--- src/rtl/riscv_instr_prefetch_queue_if.sv ---
// Instruction-bus bundle between the prefetcher (master) and instruction memory (slave).
// req/addr travel to memory; gnt/rvalid/rdata/err_pmp travel back.
interface riscv_instr_prefetch_queue_if;
    logic        instr_req_o;
    logic [31:0] instr_addr_o;
    logic        instr_gnt_i;
    logic        instr_rvalid_i;
    logic [31:0] instr_rdata_i;
    logic        instr_err_pmp_i;

    modport master (
        output instr_req_o,
        output instr_addr_o,
        input  instr_gnt_i,
        input  instr_rvalid_i,
        input  instr_rdata_i,
        input  instr_err_pmp_i
    );

    modport slave (
        input  instr_req_o,
        input  instr_addr_o,
        output instr_gnt_i,
        output instr_rvalid_i,
        output instr_rdata_i,
        output instr_err_pmp_i
    );
endinterface

--- src/rtl/riscv_instr_prefetch_queue.sv ---
// Sequential instruction prefetcher with a small {addr,rdata} FIFO feeding the IF stage.
// Optional PREFETCH_BYPASS_EN: forward bus data to IF in the same cycle when the queue is empty.
module riscv_instr_prefetch_queue #(
    parameter int DEPTH = 2
) (
    input  logic        clk,
    input  logic        rst,
    input  logic        req_i,
    input  logic        branch_i,
    input  logic [31:0] addr_i,
    input  logic        ready_i,
    output logic        valid_o,
    output logic [31:0] rdata_o,
    output logic [31:0] addr_o,
    output logic        fetch_failed_o,
    output logic        busy_o,
    riscv_instr_prefetch_queue_if.master bus
);
    localparam int PW = (DEPTH > 1) ? $clog2(DEPTH) : 1;
    localparam int CW = $clog2(DEPTH + 1);

    typedef enum logic [1:0] {IDLE, WAIT_GNT, WAIT_RVALID, WAIT_ABORTED} state_t;

    state_t          state_reg;
    logic [31:0]     fetch_addr_reg;
    logic            failed_reg;
    logic [CW-1:0]   count_reg;
    logic [PW-1:0]   rd_ptr_reg;
    logic [PW-1:0]   wr_ptr_reg;
    logic [31:0]     addr_mem [DEPTH];
    logic [31:0]     data_mem [DEPTH];

    logic [31:0]     branch_addr;
    logic [31:0]     seq_addr;
    logic            inflight;
    logic            resp;
    logic            resp_keep;
    logic            fifo_valid;
    logic            bypass;
    logic            bypass_take;
    logic            push;
    logic            pop;
    logic            failed_base;
    logic            room;
    logic            issue;
    logic [CW-1:0]   count_base;
    logic [CW:0]     slots;
    logic            addr_unused;

    function automatic logic [PW-1:0] ptr_inc(input logic [PW-1:0] p);
        return (p == PW'(DEPTH - 1)) ? '0 : p + 1'b1;
    endfunction

    assign addr_unused = ^addr_i[1:0];
    assign branch_addr = {addr_i[31:2], 2'b00};
    // fetch_addr_reg holds the address of the outstanding fetch until its data returns.
    assign seq_addr    = fetch_addr_reg + 32'd4;
    assign inflight    = (state_reg == WAIT_RVALID) || (state_reg == WAIT_ABORTED);
    assign resp        = bus.instr_rvalid_i && inflight;
    assign resp_keep   = resp && (state_reg == WAIT_RVALID) && !branch_i;
    assign fifo_valid  = (count_reg != '0);

`ifdef PREFETCH_BYPASS_EN
    assign bypass      = resp_keep && !fifo_valid;
    assign bypass_take = bypass && ready_i;
`else
    assign bypass      = 1'b0;
    assign bypass_take = 1'b0;
`endif

    assign push        = resp_keep && !bypass_take;
    assign pop         = fifo_valid && ready_i && !branch_i;

    // A branch empties the queue and clears the fault in the same cycle, so the
    // room check already sees the post-flush occupancy.
    assign count_base  = branch_i ? '0 : count_reg;
    assign failed_base = branch_i ? 1'b0 : failed_reg;
    assign slots       = {1'b0, count_base} + {{CW{1'b0}}, push};
    assign room        = slots < (CW + 1)'(DEPTH);
    assign issue       = ((state_reg == IDLE) || resp) && req_i && !failed_base && room;

    assign bus.instr_req_o  = (state_reg == WAIT_GNT) || issue;
    assign bus.instr_addr_o = branch_i                    ? branch_addr :
                              (state_reg == WAIT_RVALID)  ? seq_addr    : fetch_addr_reg;

    assign valid_o        = fifo_valid || bypass;
    assign rdata_o        = bypass ? bus.instr_rdata_i : (fifo_valid ? data_mem[rd_ptr_reg] : '0);
    assign addr_o         = bypass ? fetch_addr_reg    : (fifo_valid ? addr_mem[rd_ptr_reg] : '0);
    assign fetch_failed_o = failed_reg;
    assign busy_o         = (state_reg != IDLE) || inflight;

    always_ff @(posedge clk or posedge rst) begin
        if (rst) begin
            state_reg      <= IDLE;
            fetch_addr_reg <= '0;
            failed_reg     <= 1'b0;
        end else begin
            if (branch_i) begin
                fetch_addr_reg <= branch_addr;
            end else if (resp && (state_reg == WAIT_RVALID)) begin
                fetch_addr_reg <= seq_addr;
            end

            if (bus.instr_req_o && bus.instr_err_pmp_i) begin
                state_reg  <= IDLE;
                failed_reg <= 1'b1;
            end else begin
                if (branch_i) begin
                    failed_reg <= 1'b0;
                end
                if (bus.instr_req_o) begin
                    state_reg <= bus.instr_gnt_i ? WAIT_RVALID : WAIT_GNT;
                end else if (resp) begin
                    state_reg <= IDLE;
                end else if (branch_i && (state_reg == WAIT_RVALID)) begin
                    state_reg <= WAIT_ABORTED;
                end
            end
        end
    end

    always_ff @(posedge clk or posedge rst) begin
        if (rst) begin
            count_reg  <= '0;
            rd_ptr_reg <= '0;
            wr_ptr_reg <= '0;
        end else if (branch_i) begin
            count_reg  <= '0;
            rd_ptr_reg <= '0;
            wr_ptr_reg <= '0;
        end else begin
            if (push) begin
                wr_ptr_reg <= ptr_inc(wr_ptr_reg);
            end
            if (pop) begin
                rd_ptr_reg <= ptr_inc(rd_ptr_reg);
            end
            if (push && !pop) begin
                count_reg <= count_reg + 1'b1;
            end else if (pop && !push) begin
                count_reg <= count_reg - 1'b1;
            end
        end
    end

    always_ff @(posedge clk) begin
        if (push) begin
            addr_mem[wr_ptr_reg] <= fetch_addr_reg;
            data_mem[wr_ptr_reg] <= bus.instr_rdata_i;
        end
    end
endmodule

--- src/flat_wrapper.sv ---
// flat-port wrapper written by rule: the top's interface ports become plain ports
module riscv_instr_prefetch_queue_flat 
#(
    parameter int DEPTH = 2
)
  (clk, rst, req_i, branch_i, addr_i, ready_i, valid_o, rdata_o, addr_o, fetch_failed_o, busy_o, bus_instr_req_o, bus_instr_addr_o, bus_instr_gnt_i, bus_instr_rvalid_i, bus_instr_rdata_i, bus_instr_err_pmp_i);
  riscv_instr_prefetch_queue_if bus_i ();
  input  logic clk;
  input  logic rst;
  input  logic req_i;
  input  logic branch_i;
  input  logic [31:0] addr_i;
  input  logic ready_i;
  output logic valid_o;
  output logic [31:0] rdata_o;
  output logic [31:0] addr_o;
  output logic fetch_failed_o;
  output logic busy_o;
  output wire logic [$bits(bus_i.instr_req_o)-1:0] bus_instr_req_o;
  output wire logic [$bits(bus_i.instr_addr_o)-1:0] bus_instr_addr_o;
  input wire logic [$bits(bus_i.instr_gnt_i)-1:0] bus_instr_gnt_i;
  input wire logic [$bits(bus_i.instr_rvalid_i)-1:0] bus_instr_rvalid_i;
  input wire logic [$bits(bus_i.instr_rdata_i)-1:0] bus_instr_rdata_i;
  input wire logic [$bits(bus_i.instr_err_pmp_i)-1:0] bus_instr_err_pmp_i;
  assign bus_instr_req_o = bus_i.instr_req_o;
  assign bus_instr_addr_o = bus_i.instr_addr_o;
  assign bus_i.instr_gnt_i = bus_instr_gnt_i;
  assign bus_i.instr_rvalid_i = bus_instr_rvalid_i;
  assign bus_i.instr_rdata_i = bus_instr_rdata_i;
  assign bus_i.instr_err_pmp_i = bus_instr_err_pmp_i;
  riscv_instr_prefetch_queue #(.DEPTH(DEPTH)) u_core (.clk(clk), .rst(rst), .req_i(req_i), .branch_i(branch_i), .addr_i(addr_i), .ready_i(ready_i), .valid_o(valid_o), .rdata_o(rdata_o), .addr_o(addr_o), .fetch_failed_o(fetch_failed_o), .busy_o(busy_o), .bus(bus_i));
endmodule
--- config.mk ---
export PLATFORM = sky130hd
export DESIGN_NAME = riscv_instr_prefetch_queue_flat
export DESIGN_NICKNAME = d
export VERILOG_FILES = /design/src/rtl/riscv_instr_prefetch_queue_if.sv /design/src/rtl/riscv_instr_prefetch_queue.sv /design/src/flat_wrapper.sv
export SDC_FILE = /design/constraint.sdc
export NUM_CORES = 1
export LEC_CHECK = 0
export ABC_CLOCK_PERIOD_IN_PS = 12000
export CAP_MARGIN = 20
export CORE_UTILIZATION = 55
export DETAILED_ROUTE_END_ITERATION = 12
export GPL_ROUTABILITY_DRIVEN = 0
export PLACE_DENSITY = 0.95
export SYNTH_ARGS = -nofsm -noshare
export SYNTH_HDL_FRONTEND = slang
export SYNTH_SLANG_ARGS = --single-unit
export TNS_END_PERCENT = 20
--- constraint.sdc ---
create_clock -name clk -period 12 [get_ports clk]
set_input_delay 1.2 -clock clk [delete_from_list [all_inputs] [get_ports clk]]
set_output_delay 1.2 -clock clk [all_outputs]
set_load 0.05 [all_outputs]
**After elaboration in Yosys (flattened, before gate mapping)**

Memories as Yosys holds them, arrays and structs flattened.
Cells that the tools add are included.

- Add/subtract/negate cells: 6
- Muxes and demuxes: 25
- $lt $le $gt $ge: 1
- Equal/unequal tests: 3
- Reductions and logical operators: 28

Operator list:

| cell | number |
|---|---|
| $mux 32 | 6 |
| $add 32x3->32 const B | 1 |
| $mux 2 | 9 |
| $logic_and 1x1->1 | 12 |
| $mux 1 | 10 |
| $reduce_bool 2->1 | 5 |
| $eq 2x2->1 const B | 2 |
| $logic_not 1->1 | 4 |
| $logic_or 1x1->1 | 4 |
| $reduce_bool 4->1 | 1 |
| $add 2x1->3 | 1 |
| $lt 3x2->1 const B | 1 |
| $reduce_bool 3->1 | 1 |
| $add 1x1->1 const B | 2 |
| $add 2x1->2 const B | 1 |
| $eq 2x1->1 const B | 1 |
| $logic_not 2->1 | 1 |
| $sub 2x1->2 const B | 1 |

- Output and inout bits: 100
- Word-level logic and storage cells: 71
- Register bits after elaboration: 39
- Memories kept: 2
- RAM bits: 128
- Input bits: 72

Memories:

| name | depth | width | rd ports | clocked after memory_dff | wr ports | RTL line | RTL |
|---|---|---|---|---|---|---|---|
| u_core.addr_mem | 2 | 32 | 1 | 0 | 1 | riscv_instr_prefetch_queue.sv:30 | `logic [31:0] addr_mem [DEPTH];` |
| u_core.data_mem | 2 | 32 | 1 | 0 | 1 | riscv_instr_prefetch_queue.sv:31 | `logic [31:0] data_mem [DEPTH];` |

**Longest topological paths before layout**

Gate-level depths: netlist of run 1.

- Depth after elaboration: 11
- Mapped depth: 7
- Gate-level depth less buffers: 5

**Least setup slack after synthesis of run 1**

OpenSTA, ideal clock, no wires.

- Kind: input port to flip-flop
- From: input port bus_instr_rvalid_i
- To: memory u_core.addr_mem[0][10], enable pin
- Setup slack: 5514 ps
- Arrival: 5928 ps
- Setup time: 558 ps
- Stages: 3
- Path through: clkbuf_1 > nand3b_1 > nor3_1

- Word-level cells in the longest chain between the ends: 5

Ends and longest elaborated chain:

| what | RTL line | RTL |
|---|---|---|
| from (decl) | flat_wrapper.sv:22 | `input wire logic [$bits(bus_i.instr_rvalid_i)-1:0] bus_instr_rvalid_i;` |
| $logic_and 1x1->1 | riscv_instr_prefetch_queue.sv:59 | `assign resp = bus.instr_rvalid_i && inflight;` |
| $logic_and 1x1->1 (2 in a row) | riscv_instr_prefetch_queue.sv:60 | `assign resp_keep = resp && (state_reg == WAIT_RVALID) && !branch_i;` |
| $mux 1 | riscv_instr_prefetch_queue.sv:147 | `if (push) begin` |
| $mux 1 (not written as such) | riscv_instr_prefetch_queue.sv:148 | `addr_mem[wr_ptr_reg] <= fetch_addr_reg;` |
| to (decl) | riscv_instr_prefetch_queue.sv:30 |  |

Every way passes these cells.

**Worst setup path in the final report of run 1**

- From: input port branch_i
- To: output port bus_instr_addr_o[31]

- Word-level cells in the longest chain between the ends: 1

Ends and longest elaborated chain:

| what | RTL line | RTL |
|---|---|---|
| from (decl) | flat_wrapper.sv:11 | `input logic branch_i;` |
| $mux 32 | riscv_instr_prefetch_queue.sv:83 | `assign bus.instr_addr_o = branch_i ? branch_addr :` |
| to (decl) | flat_wrapper.sv:20 | `output wire logic [$bits(bus_i.instr_addr_o)-1:0] bus_instr_addr_o;` |

Every way passes these cells.

==> results of run 1 <==
## path summary, 6_finish.rpt
path | from | end | cells past startpoint | slack (ns)
hold / removal | u_core.fetch_addr_reg[31] | u_core.addr_mem[1][31] | 0 | 0.51
hold reg to reg | u_core.fetch_addr_reg[31] | u_core.addr_mem[1][31] | 0 | 0.51
min in group asynchronous | rst | u_core.fetch_failed_o | 3 | 1.22
setup reg to reg | u_core.state_reg[0] | u_core.data_mem[1][2] | 3 | 9.46
setup / recovery | branch_i | bus_instr_addr_o[31] | 5 | 6.61
max in group asynchronous | rst | u_core.rd_ptr_reg | 3 | 10.37
## logic make-up (layout without fill, tap and decap cells)
group,Yosys count,count (layout)
compound gates,82,82
xor+xnor,21,21
fa+ha+maj,1,1
buf+inv,52,212
flops,161,161
mux,77,77
other cells,1,4
simple gates,226,226
## where the power goes
group | internal, mW | switching (mW)
registers | 0.625 | 0.0305
clock network | 0.325 | 0.209
logic | 0.0919 | 0.151
## per-layer routing
| layer | vias to the layer above | wire length [µm] | GRT usage |
|---|---|---|---|
| met5 | - | 0 | 0 |
| met4 | 0 | 337 | 0.0984 |
| met3 | 36 | 1230 | 0.0442 |
| met2 | 310 | 9340 | 0.443 |
| met1 | 2822 | 7570 | 0.343 |
| li1 | 2645 | - | - |
## cell type report
cell class                      count  area, µm²
Fill cell                         880       3390
Inverter                            6       22.5
Tap cell                          176        220
Sequential cell                   161       4650
Timing Repair Buffer              175       1740
Clock buffer                       21        440
Clock inverter                     10        136
Multi-Input combinational cell    411       2800
## cells in the final DEF, fill, tap and decap left out, drive strengths merged, types with 12 or more instances in the layout
cell type	n
mux2	15
dfrtp	37
nor2	98
a211oi	30
edfxtp	124
nor3	20
xor2	12
nor2b	13
nand2	21
a311oi	21
nor4	19
mux2i	62
clkdlybuf4s50	164
clkbuf	21
## Yosys cell counts (7+ instances only)
cell,count,area (µm²)
edfxtp_1,124,3720
clkbuf_1,32,120
mux2_2,15,169
xor2_1,12,105
nor3_1,20,100
nand3_1,10,50.1
a211oi_1,30,225
nor4_1,19,119
and3_1,7,43.8
a311oi_1,21,184
mux2i_1,62,621
nor2b_1,13,81.3
dfrtp_1,37,926
nand4_1,10,62.6
a21oi_1,8,40.0
xnor2_1,9,78.8
nand2_1,21,78.8
nor2_1,98,368
## metrics by stage
step	utilization	setup WS, ns	power (mW)	area (µm²)	hold WS [ns]
after floorplan	-	5.51	0.818	7630	0.437
after global placement	0.702	6.85	0.896	9410	0.464
after detailed placement	0.702	6.70	0.906	9410	0.486
after CTS	0.745	6.68	1.44	9990	0.499
after global routing	0.747	6.47	1.48	10000	0.531
final	0.747	6.61	1.43	10000	0.513
## worst max-delay path, stage by stage
cell and delay (ns):
buf_2 0.69, inv_2 0.65, and3_1 0.37, a211oi_1 0.33, clkdlybuf4s50_1 0.87
==> metrics.yaml, run 1 <==
worstSkewPairLatency_ns: 0.42
muxShareOfSynthArea: 0.104
fin_crit_sh: 0.449
via_per_inst: 6.06
synth-compound-area-share: 0.0824
fp.dieW_um: 120
finalClockSkew_ns: 0.0103
crit_fanout: 55
fin_nets: 845
end_kind: "output port"
syn_area_um2: 7620
synth_seq_area_share: 0.610
ys_types: 50
cp-start-kind: "primary input"
io-pin-count: 172
setup_tns_ns: 0
relSlewSlack: 0.322
slew_viol_final: 0
die_h_um: 120
hold_path_class: "reg -> reg"
route.detailed.drc: 0
hpwl_mm: 11.8
ir_worst_vdd_mv: 0.0883
grt_pass1_wl_mm: 28.9
cts-resized-gates: 0
largest_reg_flops: 64
root_buffer: "clkbuf_16"
synth_top_family_by_area: "simple AND/OR/NAND/NOR gates"
status: "finished, final reports clean"
area_delta_synth_final_pct: 31.4
cts_made_buffers: 17
dp_cells: 928
min_period_ns: 5.39
synth-xor-area-share: 0.0241
clkSinkCount: 161
grt_pass1_vias: 5616
netlist_instances: 621
holdBufCountCts: 0
synth_ff_type: "edfxtp_1"
synth_fa_ha_area_frac: 0.00164
worst_slew_pin_slew_ns: 1.02
drt_iter0_drc: 636
synth_edf_count: 124
antenna_cells: 0
htreeDepth: 4
tritoncts: "built"
rsz0062_at_grt: "no"
die_area_um2: 14300
hold_viol_final: 0
grt_max_degree: 64
coreArea_um2: 13400
wl_per_cell_um: 19.3
io_buffers: 165
max-clock-path-buffers: 2
p_leak_nw: 3.28
antenna_found_initial: 0
routed_wl_mm: 18.5
synth-seq-cells: 161
dr.pass1.iters: 6
clkSlewWorstSetupHoldPaths_ns: 0.06
ys.warnings.count: 0
rows: 42
cts_setup_buffers: 0
fmax_mhz: 186
start_util: 0.569
critPathRequiredTime_ns: 10.80
path_class: "in -> out"
worstPathArrival_ns: 4.19
grt-ovfl-total: 0
grt_usage: 0.263
synthSimpleGateAreaFrac: 0.148
setup_viol: 0
syn_avg_cell_area_um2: 12.3
num_vias: 5813
layout.cells.non_filler: 960
antenna_left: 0
drive_gt1_frac: 0.0880
power_density_nw_per_um2: 143
async_flop_share: 0.230
cap_violations: 0
(Power assumes the default switching activity.)
==> run 2, diff against run 1 <==
--- a/config.mk
+++ b/config.mk
@@ -5,12 +5,12 @@
 export SDC_FILE = /design/constraint.sdc
 export NUM_CORES = 1
 export LEC_CHECK = 0
-export ABC_CLOCK_PERIOD_IN_PS = 12000
+export ABC_CLOCK_PERIOD_IN_PS = 5550
 export CAP_MARGIN = 20
-export CORE_UTILIZATION = 55
+export CORE_UTILIZATION = 51
 export DETAILED_ROUTE_END_ITERATION = 12
 export GPL_ROUTABILITY_DRIVEN = 0
-export PLACE_DENSITY = 0.95
+export PLACE_DENSITY = 0.91
 export SYNTH_ARGS = -nofsm -noshare
 export SYNTH_HDL_FRONTEND = slang
 export SYNTH_SLANG_ARGS = --single-unit
==> constraint.sdc (replaced) <==
create_clock -name clk -period 5.55 [get_ports clk]
set_input_delay 0.555 -clock clk [delete_from_list [all_inputs] [get_ports clk]]
set_output_delay 0.555 -clock clk [all_outputs]
set_load 0.05 [all_outputs]
==> run 2 against run 1 <==
  * Combinational power up 110%
  * Highest routed layer unchanged
  * Flip-flop and latch count unchanged
  * Non-clock buffer count down 1
  * Largest power group unchanged
==> metrics.yaml, run 2 (synthesized netlist as in run 1, its figures left out) <==
slew_viol_final: 0  # unchanged
swShare: 0.272  # was 0.273
layout_common_cells: "164 x clkdlybuf4s50_1, 124 x edfxtp_1, 97 x nor2_1"  # unchanged
largest_reg_flops: 64  # unchanged
busiest_layer: "met2"  # unchanged
p_int_mw: 2.25  # was 1.04 mW
r2r_end: "u_core.fetch_addr_reg[28]"  # was u_core.data_mem[1][2]
setup_tns_ns: 0  # unchanged
cts_setup_buffers: 0  # unchanged
cts-resized-gates: 0  # unchanged
clkSinkCount: 161  # unchanged
ir_worst_vdd_mv: 0.210  # was 0.0883 mV
antenna_found_initial: 0  # unchanged
coreArea_um2: 14500  # was 13,400 µm²
worstPathArrival_ns: 3.66  # was 4.19 ns
p_leak_nw: 3.27  # was 3.28 nW
crit_fanout: 16  # was 55
holdWs_ns: 0.511  # was 0.513 ns
fill_cells: 1024  # was 880
register_area_um2: 4650  # unchanged
fin_crit_sh: 0.759
met3_usage: 0.0537  # was 0.0442
root_buffer: "clkbuf_16"  # unchanged
multi_input_area_um2: 2810  # was 2800 µm²
grt-ovfl-total: 0  # unchanged
grt_pass1_vias: 5881  # was 5,616
p_switching_mw: 0.841  # was 0.391 mW
whs_path_depth: 0  # unchanged
rows: 44  # was 42
grt_util_met1: 0.298  # was 0.343
finalClockSkew_ns: 0.00662  # was 0.0103 ns
tritoncts: "built"  # unchanged
status: "finished, final reports clean"  # unchanged
dr.pass1.iters: 5  # was 6
rr_startpoint: "u_core.fetch_addr_reg[14]"  # was u_core.state_reg[0]
hold_viol_final: 0  # unchanged
drt_iter0_drc: 477  # was 636
relSlewSlack: 0.246  # was 0.322
fmax_mhz: 237
seqPwrFrac: 0.461  # was 0.458
antenna_left: 0  # unchanged
rr_worst_depth: 4  # was 3
hold_path_class: "reg -> reg"  # unchanged
drive_gt1_frac: 0.0857  # was 0.0880
place_area_um2: 9430  # was 9410 µm²
min_period_ns: 4.21
area_delta_synth_final_pct: 31.5  # was 31.4%
grt_usage: 0.246  # was 0.263
worst_slew_pin_slew_ns: 1.13  # was 1.02 ns
htreeDepth: 4  # unchanged
via_per_inst: 6.01  # was 6.06
start_util: 0.524  # was 0.569
holdBufCountCts: 0  # unchanged
wl_per_cell_um: 19.2  # was 19.3 µm
hpwl_mm: 12.0  # was 11.8 mm
max-clock-path-buffers: 2  # unchanged
fp.dieW_um: 124  # was 120 µm
hold_path_end: "u_core.addr_mem[1][31]"  # unchanged
cp-start-kind: "flop"  # was primary input
critPathRequiredTime_ns: 4.99  # was 10.80 ns
final_common_cell: "clkdlybuf4s50_1"  # unchanged
rrSetupSlack_ns: 3.07  # was 9.46 ns
routed_wl_mm: 18.6  # was 18.5 mm
clkSlewWorstSetupHoldPaths_ns: 0.06  # about the same
num_vias: 5803  # was 5,813
fin_nets: 844  # was 845
path_class: "reg -> out"  # was in -> out
setup_viol: 0  # unchanged
power_density_nw_per_um2: 308  # was 143 nW/µm²
combPwrFrac: 0.168  # was 0.169
die_area_um2: 15400  # was 14,300 µm²
final_cell_area_um2: 10000  # about the same
route.detailed.drc: 0  # unchanged
rsz0062_at_grt: "no"  # unchanged
worstSkewPairLatency_ns: 0.42  # about the same
die_h_um: 124  # was 120 µm
clockPowerShare: 0.371  # was 0.373
grt_pass1_wl_mm: 29.8  # was 28.9 mm
end_kind: "output port"  # unchanged
io_buffers: 165  # unchanged
min_from: "u_core.fetch_addr_reg[31]"  # unchanged
antenna_cells: 0  # unchanged
io-pin-count: 172  # unchanged
grt_max_degree: 64  # unchanged
grt_use_met2: 0.416  # was 0.443
cts_made_buffers: 17  # unchanged
cap_violations: 0  # unchanged
## run 2: cell count changes in the layout (fill, tap and decap cells not counted), sizes merged
| cell | before | now |
|---|---|---|
| buf | 11 | 10 |
| clkinvlp | 3 | 2 |
| clkinv | 3 | 5 |
| clkbuf | 21 | 19 |
## run 2: cell type report
type                            count  area share
Clock buffer                       19      0.0432
Clock inverter                     11      0.0140
Inverter                            6     0.00225
Multi-Input combinational cell    411       0.280
Sequential cell                   161       0.464
Tap cell                          184      0.0230
Timing Repair Buffer              174       0.174
## run 2: worst max-delay path, stage by stage (launching register included)
cell and delay [ns]:
dfrtp_1 0.59, and4_1 0.46, nand3_1 0.51, or3_4 0.56, a211oi_1 0.26, clkdlybuf4s50_1 0.85
## run 2: how the worst max path moves through the flow
stage | to | depth (start not counted) | from
after floorplan | u_core.addr_mem[0][10] | 3 | bus_instr_rvalid_i
after global placement | bus_instr_addr_o[25] | 6 | branch_i
after detailed placement | bus_instr_addr_o[29] | 6 | branch_i
after CTS | bus_instr_addr_o[30] | 5 | u_core.fetch_addr_reg[14]
after global routing | bus_instr_addr_o[30] | 5 | u_core.fetch_addr_reg[14]
final | bus_instr_addr_o[30] | 5 | u_core.fetch_addr_reg[14]
## run 2: power by group through the flow
stage	combinational (mW)	sequential (mW)	clock, mW
after CTS	0.520	1.42	1.16
after global placement	0.502	1.44	0
after global routing	0.550	1.43	1.21
after detailed placement	0.515	1.45	0
final	0.520	1.43	1.15
after floorplan	0.351	1.42	0
## run 2: metrics by stage
step | setup WS [ns] | utilization | total power, mW | instances
2_1_floorplan | 1.62 | - | 1.77 | 624
3_3_place_gp | 1.67 | 0.649 | 1.94 | 935
3_5_place_dp | 1.54 | 0.649 | 1.96 | 935
4_1_cts | 1.40 | 0.688 | 3.10 | 965
5_1_grt | 1.19 | 0.690 | 3.19 | 966
6_report | 1.34 | 0.690 | 3.09 | 966
## run 2: routing by layer
metal / up-vias / routed length (µm)
met1: 2803 / 7480
met2: 299 / 9400
met4: 0 / 503
met3: 45 / 1180
met5: - / 0
li1: 2656 / -
